==> src/rtl/pipelined_divider_hs.sv <==
// Pipelined restoring divider with valid/ready handshake, signed/unsigned mode,
// divide-by-zero and overflow flags, and a sideband tag carried with each beat.
module pipelined_divider_hs #(
    parameter int DIVIDENDLEN = 16,
    parameter int DIVISORLEN  = 8,
    parameter int TAGLEN      = 4
) (
    input  logic                   clock,
    input  logic                   reset,
    input  logic                   in_valid,
    output logic                   in_ready,
    input  logic [DIVIDENDLEN-1:0] dividend,
    input  logic [DIVISORLEN-1:0]  divisor,
    input  logic                   signed_mode,
    input  logic [TAGLEN-1:0]      in_tag,
    output logic                   out_valid,
    input  logic                   out_ready,
    output logic [DIVIDENDLEN-1:0] quotient,
    output logic [DIVISORLEN-1:0]  remainder,
    output logic                   div_by_zero,
    output logic                   overflow,
    output logic [TAGLEN-1:0]      out_tag
);

    localparam int N = DIVIDENDLEN;
    localparam int D = DIVISORLEN;
    localparam int F = N + 1;

    function automatic logic [N-1:0] mag_n(input logic signed [N-1:0] x, input logic sm);
        return (sm && x[N-1]) ? -x : x;
    endfunction

    function automatic logic [D-1:0] mag_d(input logic signed [D-1:0] x, input logic sm);
        return (sm && x[D-1]) ? -x : x;
    endfunction

    function automatic logic signed [N-1:0] fix_quotient(input logic [N-1:0] mag,
                                                         input logic neg, input logic dz,
                                                         input logic ov);
        if (dz) return '1;
        if (ov) return {1'b1, {(N-1){1'b0}}};
        return neg ? -mag : mag;
    endfunction

    function automatic logic signed [D-1:0] fix_remainder(input logic [D-1:0] mag,
                                                          input logic neg, input logic dz,
                                                          input logic ov);
        if (dz || ov) return '0;
        return neg ? -mag : mag;
    endfunction

    logic                     adv;
    logic                     vld_p   [0:F];
    logic [N-1:0]             dvd_p   [0:N-1];
    logic [D-1:0]             dsr_p   [0:N-1];
    logic [D-1:0]             rem_p   [0:N];
    logic [N-1:0]             quo_p   [0:N];
    logic                     qneg_p  [0:N];
    logic                     rneg_p  [0:N];
    logic                     dz_p    [0:F];
    logic                     ov_p    [0:F];
    logic [TAGLEN-1:0]        tag_p   [0:F];
    logic signed [N-1:0]      quo_out_p;
    logic signed [D-1:0]      rem_out_p;

    logic [D-1:0]             rem_nxt [1:N];
    logic [N-1:0]             quo_nxt [1:N];

    assign adv       = out_ready | ~vld_p[F];
    assign in_ready  = adv & ~reset;
    assign out_valid = vld_p[F];

    // Restoring step: shift in the next dividend bit, keep the difference if it fits.
    always_comb begin
        for (int i = 1; i <= N; i++) begin
            logic [D:0] trial;
            logic       fits;
            trial      = {rem_p[i-1], dvd_p[i-1][N-i]};
            fits       = trial >= {1'b0, dsr_p[i-1]};
            rem_nxt[i] = fits ? D'(trial - {1'b0, dsr_p[i-1]}) : trial[D-1:0];
            quo_nxt[i] = quo_p[i-1] | (fits ? (N'(1) << (N - i)) : '0);
        end
    end

    always_ff @(posedge clock) begin
        if (reset) begin
            for (int i = 0; i <= F; i++) vld_p[i] <= 1'b0;
        end else if (adv) begin
            vld_p[0] <= in_valid;
            for (int i = 1; i <= F; i++) vld_p[i] <= vld_p[i-1];
        end
    end

    always_ff @(posedge clock) begin
        if (adv) begin
            // Stage 0: operand register, magnitudes and sign/flag capture
            dvd_p[0]  <= mag_n(dividend, signed_mode);
            dsr_p[0]  <= mag_d(divisor, signed_mode);
            rem_p[0]  <= '0;
            quo_p[0]  <= '0;
            qneg_p[0] <= signed_mode & (dividend[N-1] ^ divisor[D-1]);
            rneg_p[0] <= signed_mode & dividend[N-1];
            dz_p[0]   <= (divisor == '0);
            ov_p[0]   <= signed_mode && (dividend == {1'b1, {(N-1){1'b0}}}) && (divisor == '1);
            tag_p[0]  <= in_tag;

            // Stages 1..N: one quotient bit each, MSB first
            for (int i = 1; i < N; i++) begin
                dvd_p[i] <= dvd_p[i-1];
                dsr_p[i] <= dsr_p[i-1];
            end
            for (int i = 1; i <= N; i++) begin
                rem_p[i]  <= rem_nxt[i];
                quo_p[i]  <= quo_nxt[i];
                qneg_p[i] <= qneg_p[i-1];
                rneg_p[i] <= rneg_p[i-1];
                dz_p[i]   <= dz_p[i-1];
                ov_p[i]   <= ov_p[i-1];
                tag_p[i]  <= tag_p[i-1];
            end

            // Output stage: sign fix-up and flag overrides
            quo_out_p <= fix_quotient(quo_p[N], qneg_p[N], dz_p[N], ov_p[N]);
            rem_out_p <= fix_remainder(rem_p[N], rneg_p[N], dz_p[N], ov_p[N]);
            dz_p[F]   <= dz_p[N];
            ov_p[F]   <= ov_p[N];
            tag_p[F]  <= tag_p[N];
        end
    end

    // Result fields read as zero whenever no beat is presented.
    assign quotient    = vld_p[F] ? quo_out_p : '0;
    assign remainder   = vld_p[F] ? rem_out_p : '0;
    assign div_by_zero = vld_p[F] & dz_p[F];
    assign overflow    = vld_p[F] & ov_p[F];
    assign out_tag     = vld_p[F] ? tag_p[F] : '0;

endmodule

==> config.mk <==
export PLATFORM = sky130hd
export DESIGN_NAME = pipelined_divider_hs
export DESIGN_NICKNAME = d
export VERILOG_FILES = /design/src/rtl/pipelined_divider_hs.sv
export SDC_FILE = /design/constraint.sdc
export NUM_CORES = 1
export LEC_CHECK = 0
export CORE_MARGIN = 2
export CORE_UTILIZATION = 50
export CTS_CLUSTER_DIAMETER = 30
export DETAILED_ROUTE_END_ITERATION = 10
export HOLD_SLACK_MARGIN = 0.05
export PLACE_DENSITY_LB_ADDON = 0.2
export SLEW_MARGIN = 20
export SYNTH_ARGS = -nofsm -noshare
export SYNTH_HDL_FRONTEND = slang
export SYNTH_SLANG_ARGS = --single-unit
==> constraint.sdc <==
create_clock -name clock -period 46.6 [get_ports clock]
set_input_delay 9.32 -clock clock [delete_from_list [all_inputs] [get_ports clock]]
set_output_delay 9.32 -clock clock [all_outputs]
set_load 0.02 [all_outputs]
======== Word-level counts from Yosys, hierarchy flattened ========
Memory sizes are Yosys's and may differ from the RTL's.
Index checks and enable logic that the tools add are counted.
storage, ports and cells
  bits in registers ....................... 24
  memory bits (writable) .................. 952
  input port bits ......................... 33
  memories kept ........................... 10
operators by class
  add/sub/neg operators ................... 20
  order comparisons ....................... 16
  equality and inequality tests ........... 2
  mux-type cells .......................... 76
  bitwise logic cells ..................... 43
  reductions and logical operators ........ 6
memory list
  name         depth  width  read ports  clocked after Yosys merged registers in  wr ports  RTL line  RTL
  quo_p        17     16     17          0                                        17        57        logic [N-1:0] quo_p [0:N];
  dvd_p        16     16     16          0                                        16        54        logic [N-1:0] dvd_p [0:N-1];
  rem_p        17     8      17          0                                        17        56        logic [D-1:0] rem_p [0:N];
  dsr_p        16     8      16          0                                        16        55        logic [D-1:0] dsr_p [0:N-1];
  tag_p        18     4      18          0                                        18        62        logic [TAGLEN-1:0] tag_p [0:F];
  dz_p         18     1      18          0                                        18        60        logic dz_p [0:F];
  +4 memories  n/a    n/a    n/a         n/a                                      n/a       n/a
operators with widths
  cell                  number
  $mux 8                22
  $ge 9x8->1            16
  $mux 16               8
  $sub 8x8->8           16
  $mux 1                32
  $neg 16->16           2
  $or 1x1->1            19
  $eq 16x16->1 const B  1
  $neg 8->8             2
  $or 16x1->16          1
  $or 16x10->16         1
  $or 16x11->16         1
  $or 16x12->16         1
  $or 16x13->16         1
  $or 16x14->16         1
  $or 16x15->16         1
  $or 16x16->16         1
  $or 16x2->16          1
  $or 16x3->16          1
  $or 16x4->16          1
  $or 16x5->16          1
  $or 16x6->16          1
  $or 16x7->16          1
  $or 16x8->16          1
  other kinds (21)      30

======== Logic depth before layout (Yosys ltp) ========
Gate-level depths: netlist of run 1.
  depth in word-level cells ............... 7
  depth in mapped cells ................... 8

======== Least setup slack after synthesis of run 1 ========
Ideal clock, no wire load.
  path type ............................... input-to-output
  start ................................... input out_ready
  end ..................................... output in_ready
  arrival time ............................ 27.345 ns
  data required time ...................... 37.280 ns
  slack ................................... 9.935 ns
  cell stages on the path ................. 3
  buffers on the path ..................... 1
  cell sequence ........................... nand2b_1 > nor2b_1 > clkbuf_1
between the ends
  word-level cells in the longest chain between the ends .. 2
RTL lines
  element          RTL line  RTL
  start, declared  17        input logic out_ready,
  $or 1x1->1       69        assign adv = out_ready | ~vld_p[F];
  $and 1x1->1      70        assign in_ready = adv & ~reset;
  end, declared    11        output logic in_ready,
Every way passes these cells.

======== Worst setup path after layout of run 1 ========
Ends and elaborated chain as after synthesis.

==> impl_metrics.ini, run 1 <==
[synthesis]
synth_cell_types = 61
synth-compound-area-share_pct = 7.96
synth_edf_count = 712
post-synth-top-count-cell = edfxtp_1
dominant_combinational_cell_family_by_area_after_synthesis = compound AO/OA/AOI/OAI gates
synth_seq_cells = 712
syn-instance-count = 1935
netlist_area_um2 = 29800
yosysSeqAreaShare_pct = 71.8
yosys.area_share.adder_pct = 6.34
yosys_most_used_dff = edfxtp_1
async_sr_flop_fraction_pct = 0
post-synth-top-area-fraction_pct = 71.8
synth_common_cells = edfxtp_1, inv_1, ha_1
post-synth-top-area-cell = edfxtp_1
synth.top_cells.by_area = edfxtp_1, ha_1, inv_1
synth.area.mux_share_pct = 2.18
post_synth_and_or_nand_nor_area_fraction_pct = 6.51
yosys_warnings = 0
yosys.area_share.xor_xnor_pct = 2.67
synth.avg_cell_area_um2 = 15.4
synth.net_count = 2110

[timing]
skew_ns = 0.0239
finalCriticalPeriod_ns = 20.50
period_share_pct = 44.0
worst_pin_slew_ns = 1.07
setup_violators_final = 0
timing.final.hold_violations = 0
max_slew_margin_pct = 28.6
slew_violations = 0
clock.fmax_mhz = 48.8
tns_ns = 0
setup_repair_after_global_routing_missed_its_margin = no
hold-worst-slack_ns = 0.408

[clock_tree]
worst_skew_pair.late_latency_ns = 0.69
post_cts_resized = 0
clk_pin_slew_worst_paths_ns = 0.05
clk_root_buffer_cell = clkbuf_16
numClockSinks = 712
cts_setup_buffers = 0
cts_max_path_buffers = 3
tritoncts_clock_tree = built
cts_hold_buffers = 0
htree_num_levels = 4
cts_buffers = 134

[routing]
first_iter_violations = 817
final_antenna_net_count = 0
detail_routed_net_length_per_standard_cell_um = 15.0
detail_route.vias_per_cell = 5.18
postRouteWirelength_um = 45200
drt_first_pass_iters = 5
via_count = 15600
drc = 0

[placement]
place.port_buffers = 64
dp_hpwl_um = 28700
place.gp.congestion = 0.823

[die]
coreArea_um2 = 59000
io-pin-count = 65
die_w_um = 248
row_count = 89
die_height_um = 248
dieArea_um2 = 61600
initial_core_util_pct = 50.5

[setup_path]
crit_path_max_incr_delay_ns = 0.62
timing.setup.critical_path_class = in -> out
critical_path.endpoint_type = output pin
required_arrival_time_at_the_worst_endpoint_ns = 37.28
crit_slowest_cell = clkdlybuf4s50_1
cp_max_fo = 27
critPathArrivalTime_ns = 11.18
kind_of_start_point_of_the_critical_path = primary input
cp_cell_sequence = clkdlybuf4s50_1 > nand2b_4 > nor2b_1 > buf_4 > clkdlybuf4s50_1
worst_path_most_repeated_cell = clkdlybuf4s50_1

[layout]
antennaDiodeCount = 0
multiInputGateArea_um2 = 7650
storage_element_area_um2 = 21400
drive_gt1_share_pct = 13.2
finish.net_count = 2301
areaGrowthSynthToFinish_pct = 20.4
number_of_fill_cells_in_the_layout = 4415

[grt]
grtUsageTotal_pct = 15.2
first_global_vias = 15800
grt_antenna_before_repair = 0
global_route_wire_length_before_repair_um = 74600
grt.overflow.total = 0
largest_net_degree_at_the_start_of_global_routing = 186

[power]
p_leak_nw = 14.3
power_mw = 2.33
ir_drop_mv = 0.0432
cellPowerDensity_nw_per_um2 = 64.8

[hold_path]
type_of_the_most_critical_hold_path = reg -> reg

[outcome]
outcome = complete, no violations

[run]
max-cap-violations = 0
==> final timing paths <==
kind         cells after the start  slack [ns]           end         start
min                              0        0.41  dvd_p[1][19]   dvd_p[1][3]
max                              5       26.10      in_ready     out_ready
max reg2reg                      5       43.46  vld_p[0][14]  vld_p[0][17]
min reg2reg                      0        0.41  dvd_p[1][19]   dvd_p[1][3]
==> layout make-up <==
cell class / instances / share of cell area [%]
Sequential cell: 712 / 59.6
Multi-Input combinational cell: 1018 / 21.3
Clock buffer: 153 / 9.84
Tap cell: 773 / 2.70
Clock inverter: 86 / 2.53
Timing Repair Buffer: 73 / 2.04
Inverter: 187 / 1.96
==> through the flow <==
stage | util (%) | instance area, um2 | setup WS [ns] | cells
3_3_place_gp | 53.3 | 31400 | 26.07 | 2763
3_5_place_dp | 53.3 | 31400 | 26.10 | 2763
6_report | 60.8 | 35900 | 26.10 | 3002
5_1_grt | 60.8 | 35900 | 25.95 | 3002
2_1_floorplan | - | 29800 | 9.93 | 1935
4_1_cts | 60.8 | 35900 | 26.06 | 3002
==> metal layers <==
layer / routed length, um / global-route usage (%) / share of wire (%)
met1: 19700 / 18.5 / 44
met2: 22200 / 25.1 / 49
met3: 1920 / 4.02 / 4.2
met4: 1350 / 7.74 / 3.0
met5: 0 / 0 / 0
==> cell usage in the layout (no fill, tap or decap), types with 13 or more instances in the layout <==
| cell type | instances |
|---|---|
| mux2_2 | 38 |
| clkinv_1 | 14 |
| inv_1 | 186 |
| and2_1 | 63 |
| nor2_1 | 58 |
| o21ai_0 | 107 |
| nor3_1 | 19 |
| inv_6 | 16 |
| nand2b_1 | 25 |
| a211oi_1 | 13 |
| o31ai_1 | 23 |
| edfxtp_1 | 712 |
| ha_1 | 127 |
| clkinvlp_4 | 19 |
| xor2_1 | 54 |
| clkbuf_16 | 139 |
| o21bai_1 | 18 |
| o21a_1 | 27 |
| nand3_1 | 16 |
| xnor2_1 | 37 |
| clkbuf_1 | 14 |
| clkdlybuf4s50_1 | 64 |
| fa_1 | 15 |
| a21oi_1 | 77 |
| nor2b_1 | 27 |
| nand2_1 | 93 |
| a21o_1 | 21 |
| mux2i_1 | 22 |
==> cells by family after synthesis <==
logic type                 Yosys count
AOI/OAI and AO/OA                  358
xor gates and xnor gates            91
adders and majority gates          142
buffers and inverters              205
DFF                                712
muxes                               60
and+or+nand+nor                    367
==> flip-flops by register name (all words and copies together) (netlist names) <==
register	count
rem_out_p	8
vld_p	18
dsr_p	128
rem_p	128
tag_p	72
quo_out_p	16
ov_p	18
rneg_p	17
quo_p	136
dz_p	18
dvd_p	136
qneg_p	17
==> critical path, delay by kind of cell <==
kind	cells	cell delay, ns
buffers and inverters	3	1.28
AND/OR/NAND/NOR	2	0.57
==> power by group <==
group          total (mW)  internal, mW  switching [mW]
Sequential          0.935         0.878          0.0574
Clock               0.924         0.613           0.312
Combinational       0.466         0.214           0.253
Total                2.33          1.70           0.622
Power figures use the tool's default switching activity.
==> run 2: changes to the inputs <==
clock period = 20.5 ns   (was 46.6 ns; I/O delays follow)
==> run 2 against run 1 <==
  * Flip-flop and latch count unchanged
  * Largest power group is now the clock network
  * Design area grew 0.61%
  * Non-clock buffer count increased by 2
  * Register-to-register slack worse by 28 ns
  * Cell count increased by 0.23%
  * Sequential power grew 130%
  * Via count is 0.30% higher
  * Core utilization increased by 0.37 points
==> impl_metrics.ini, run 2 (same netlist as run 1, synthesis figures left out) <==
[outcome]
outcome = complete, no violations

[timing]
slew_violations = 0
period_share_pct = 53.5
max_slew_margin_pct = 30.3
finalCriticalPeriod_ns = 10.97
worst_pin_slew_ns = 1.05
timing.final.hold_violations = 0
setup_repair_after_global_routing_missed_its_margin = no
tns_ns = 0
setup_violators_final = 0
hold-worst-slack_ns = 0.408
clock.fmax_mhz = 91.2
skew_ns = 0.0190

[placement]
dpl-instance-area_um2 = 31400
place.port_buffers = 64
place.gp.congestion = 0.816
dp_hpwl_um = 28500

[setup_path]
required_arrival_time_at_the_worst_endpoint_ns = 16.40
critical_path.endpoint_type = output pin
cp_cell_sequence = clkdlybuf4s50_1 > nand2b_4 > buf_4 > nor2b_1 > clkdlybuf4s50_1
crit_slowest_cell = nor2b_1
cp_max_fo = 64
crit_path_max_incr_delay_ns = 0.77
worst_path_most_repeated_cell = clkdlybuf4s50_1
critPathArrivalTime_ns = 6.87
kind_of_start_point_of_the_critical_path = primary input
timing.setup.critical_path_class = in -> out

[routing]
postRouteWirelength_um = 44700
drt_first_pass_iters = 6
first_iter_violations = 808
final_antenna_net_count = 0
via_count = 15600
detail_route.vias_per_cell = 5.18
drc = 0
detail_routed_net_length_per_standard_cell_um = 14.8

[clock_tree]
tritoncts_clock_tree = built
cts_buffers = 133
worst_skew_pair.late_latency_ns = 0.68
cts_setup_buffers = 0
cts_hold_buffers = 0
post_cts_resized = 0
clk_pin_slew_worst_paths_ns = 0.05
numClockSinks = 712
cts_max_path_buffers = 3
htree_num_levels = 4
clk_root_buffer_cell = clkbuf_16

[grt]
global_route_wire_length_before_repair_um = 74800
met3_usage_pct = 3.58
grt.met1_usage_pct = 18.3
grtUsageTotal_pct = 15.1
largest_net_degree_at_the_start_of_global_routing = 91
first_global_vias = 15900
grt.overflow.total = 0
grt_antenna_before_repair = 0
grt.met2_usage_pct = 25.1
grt-busiest-layer = met2

[layout]
drive_gt1_share_pct = 13.3
number_of_fill_cells_in_the_layout = 4407
antennaDiodeCount = 0
multiInputGateArea_um2 = 7650
areaGrowthSynthToFinish_pct = 21.1
post-route-util_pct = 61.2
reg.largest.list = dvd_p: 136 flops, quo_p: 136 flops
storage_element_area_um2 = 21400
finish.net_count = 2302
mostFrequentLayoutCells = edfxtp_1, inv_1, clkbuf_16
fin_area_um2 = 36100
mostFrequentLayoutCell = edfxtp_1

[power]
power.share.sequential_pct = 39.5
net-switching-power_mw = 1.40
p_sw_share_pct = 26.1
p_leak_nw = 14.4
comb_power_share_pct = 19.7
power_mw = 5.38
intPower_mw = 3.98
ir_drop_mv = 0.0976
share_clk_of_total_power_pct = 40.8
cellPowerDensity_nw_per_um2 = 149

[die]
coreArea_um2 = 59000
io-pin-count = 65
die_w_um = 248
die_height_um = 248
dieArea_um2 = 61600
row_count = 89
initial_core_util_pct = 50.5

[run]
max-cap-violations = 0

[hold_path]
type_of_the_most_critical_hold_path = reg -> reg
==> run 2: changes by cell type in the layout (fill, tap and decap cells not counted), sizes merged <==
cell      delta
bufinv       +8
inv          -7
clkbuf       +3
clkinv       +3
buf          +2
clkinvlp     -2
==> run 2: power groups by stage <==
stage | clock network [mW] | registers [mW] | logic [mW]
floorplan | 0 | 2.09 | 0.844
global placement | 0 | 2.14 | 1.00
detailed placement | 0 | 2.15 | 1.05
CTS | 2.25 | 2.13 | 1.06
global route | 2.32 | 2.16 | 1.20
finish | 2.19 | 2.13 | 1.06
==> run 2: layer usage <==
layer / share of wire (%) / routed length, um
met1: 43 / 19400
met2: 49 / 22100
met3: 4.4 / 1960
met4: 2.8 / 1270
met5: 0 / 0
==> run 2: worst max-delay path, delay by kind of cell <==
kind                   cells  cell delay, ns
AND/OR/NAND/NOR            2            0.88
buffers and inverters      3            1.83
==> run 2: stage by stage <==
stage,setup WS (ns),cells
3_5_place_dp,9.55,2764
4_1_cts,9.54,3008
2_1_floorplan,2.55,1935
6_report,9.53,3009
3_3_place_gp,9.60,2764
5_1_grt,9.27,3009
==> run 2: worst paths after layout <==
path | start | to | slack, ns | cells past startpoint
worst max-delay path | out_ready | in_ready | 9.53 | 5
worst min-delay path | quo_p[0][181] | quo_p[0][197] | 0.41 | 0
worst max register to register | vld_p[0][17] | rem_p[0][85] | 15.20 | 7
worst min register to register | quo_p[0][181] | quo_p[0][197] | 0.41 | 0
==> run 2: layout make-up <==
class	instances	area share [%]
sequential	712	59.2
multi-input combinational	1018	21.2
clock buffer	156	9.87
clock inverter	88	2.99
tap	773	2.68
timing repair buffer	75	2.07
inverter	187	1.94
==> run 3: changes to the inputs <==
clock period = 11.5 ns   (was 20.5 ns; I/O delays follow)
==> run 3 against run 2 <==
  * Core utilization is essentially flat
  * Combinational power rose by 78%
  * Global-route usage up 0.17 points
  * First-iteration DRC count increased by 16%
  * Cell count unchanged
  * Clock skew increased by 0.0068 ns
  * Sequential share of layout area barely moved
  * Design area about the same
  * Critical path type unchanged
  * Largest cell class unchanged
  * Largest power group unchanged
==> impl_metrics.ini, run 3 (same netlist as run 1, synthesis figures left out) <==
[outcome]
outcome = complete, no violations

[layout]
antennaDiodeCount = 0
drive_gt1_share_pct = 13.5
mostFrequentLayoutCell = edfxtp_1
post-route-util_pct = 61.2
mostFrequentLayoutCells = edfxtp_1, inv_1, clkbuf_16
finish.net_count = 2303
reg.largest.list = dvd_p: 136 flops, quo_p: 136 flops
areaGrowthSynthToFinish_pct = 21.1

[die]
die_height_um = 248
io-pin-count = 65
coreArea_um2 = 59000
dieArea_um2 = 61600
die_w_um = 248
row_count = 89
initial_core_util_pct = 50.5

[clock_tree]
clk_root_buffer_cell = clkbuf_16
post_cts_resized = 0
tritoncts_clock_tree = built
htree_num_levels = 4
clk_pin_slew_worst_paths_ns = 0.05
cts_setup_buffers = 0
worst_skew_pair.late_latency_ns = 0.69
cts_buffers = 136
numClockSinks = 712
cts_hold_buffers = 0
cts_max_path_buffers = 3

[routing]
first_iter_violations = 934
via_count = 15600
detail_route.vias_per_cell = 5.18
final_antenna_net_count = 0
detail_routed_net_length_per_standard_cell_um = 14.9
drc = 0
drt_first_pass_iters = 5
postRouteWirelength_um = 44900

[setup_path]
timing.setup.critical_path_class = in -> out
worst_path_most_repeated_cell = clkdlybuf4s50_1
kind_of_start_point_of_the_critical_path = primary input
required_arrival_time_at_the_worst_endpoint_ns = 9.20
crit_slowest_cell = nor2b_1
critPathArrivalTime_ns = 4.74
crit_path_max_incr_delay_ns = 0.78
critical_path.endpoint_type = output pin
cp_cell_sequence = clkdlybuf4s50_1 > nand2b_4 > nor2b_1 > clkdlybuf4s50_1
r2r_depth = 4
cp_max_fo = 33

[timing]
worst_pin_slew_ns = 1.04
period_share_pct = 61.2
timing.final.hold_violations = 0
setup_violators_final = 0
setup_repair_after_global_routing_missed_its_margin = no
skew_ns = 0.0259
tns_ns = 0
slew_violations = 0
clock.fmax_mhz = 142
finalCriticalPeriod_ns = 7.04
max_slew_margin_pct = 31.0

[grt]
grt_antenna_before_repair = 0
first_global_vias = 15900
global_route_wire_length_before_repair_um = 75100
grtUsageTotal_pct = 15.3
largest_net_degree_at_the_start_of_global_routing = 184
grt.overflow.total = 0

[hold_path]
worstHoldPathCells = 0
type_of_the_most_critical_hold_path = reg -> reg

[placement]
place.port_buffers = 64
place.gp.congestion = 0.849
dp_hpwl_um = 28500

[power]
p_leak_nw = 14.4
cellPowerDensity_nw_per_um2 = 266
ir_drop_mv = 0.165
power_mw = 9.60

[run]
max-cap-violations = 0
## run 3: cell types whose count changed in the layout (fill, tap and decap cells not counted), moves of 2 or more
cell / delta
clkinv_2: +2
inv_6: -3
clkinv_1: -3
clkbuf_16: -3
clkinv_16: +2
clkinv_4: +12
clkinvlp_4: -5
## run 3: path summary, 6_finish.rpt
path,from,slack (ns),endpoint
worst max-delay path,out_ready,4.46,in_ready
worst min-delay path,quo_p[0][125],0.40,quo_p[0][141]
worst max register to register,vld_p[0][17],8.36,dsr_p[0][20]
worst min register to register,quo_p[0][125],0.40,quo_p[0][141]
## run 3: where the power goes
| group | switching [mW] | total, mW | internal, mW | leakage (nW) |
|---|---|---|---|---|
| logic | 1.03 | 1.89 | 0.865 | 4.39 |
| clock network | 1.29 | 3.92 | 2.63 | 2.24 |
| registers | 0.231 | 3.79 | 3.56 | 7.75 |
| total | 2.55 | 9.60 | 7.05 | 14.4 |
## run 3: cell type report
cell class | count | area, um2
multi-input cells | 1018 | 7650
flip-flops and latches | 712 | 21400
clock inverters | 94 | 1190
fillers | 4380 | 22900
clock buffers | 152 | 3480
well taps | 773 | 967
repair buffers | 73 | 721
inverters | 187 | 702
## run 3: metrics by stage
stage | std cells | setup WS, ns | area, um2 | hold slack (ns)
2_1_floorplan | 1935 | 1.23 | 29800 | 0.400
3_3_place_gp | 2763 | 4.57 | 31400 | 0.401
3_5_place_dp | 2763 | 4.43 | 31400 | 0.405
4_1_cts | 3009 | 4.42 | 36100 | 0.403
5_1_grt | 3009 | 4.25 | 36100 | 0.407
6_report | 3009 | 4.46 | 36100 | 0.399
## run 3: routing by layer
layer | vias up | track usage, % | routed length, um
met1 | 7489 | 18.6 | 19600
met3 | 95 | 4.14 | 2070
li1 | 7683 | - | -
met5 | - | 0 | 0
met2 | 322 | 25.3 | 22200
met4 | 0 | 7.41 | 1070
## run 3: critical path, delay by kind of cell
family                 cells  cell delay (ns)
AND/OR/NAND/NOR            2             1.21
buffers and inverters      2             1.22
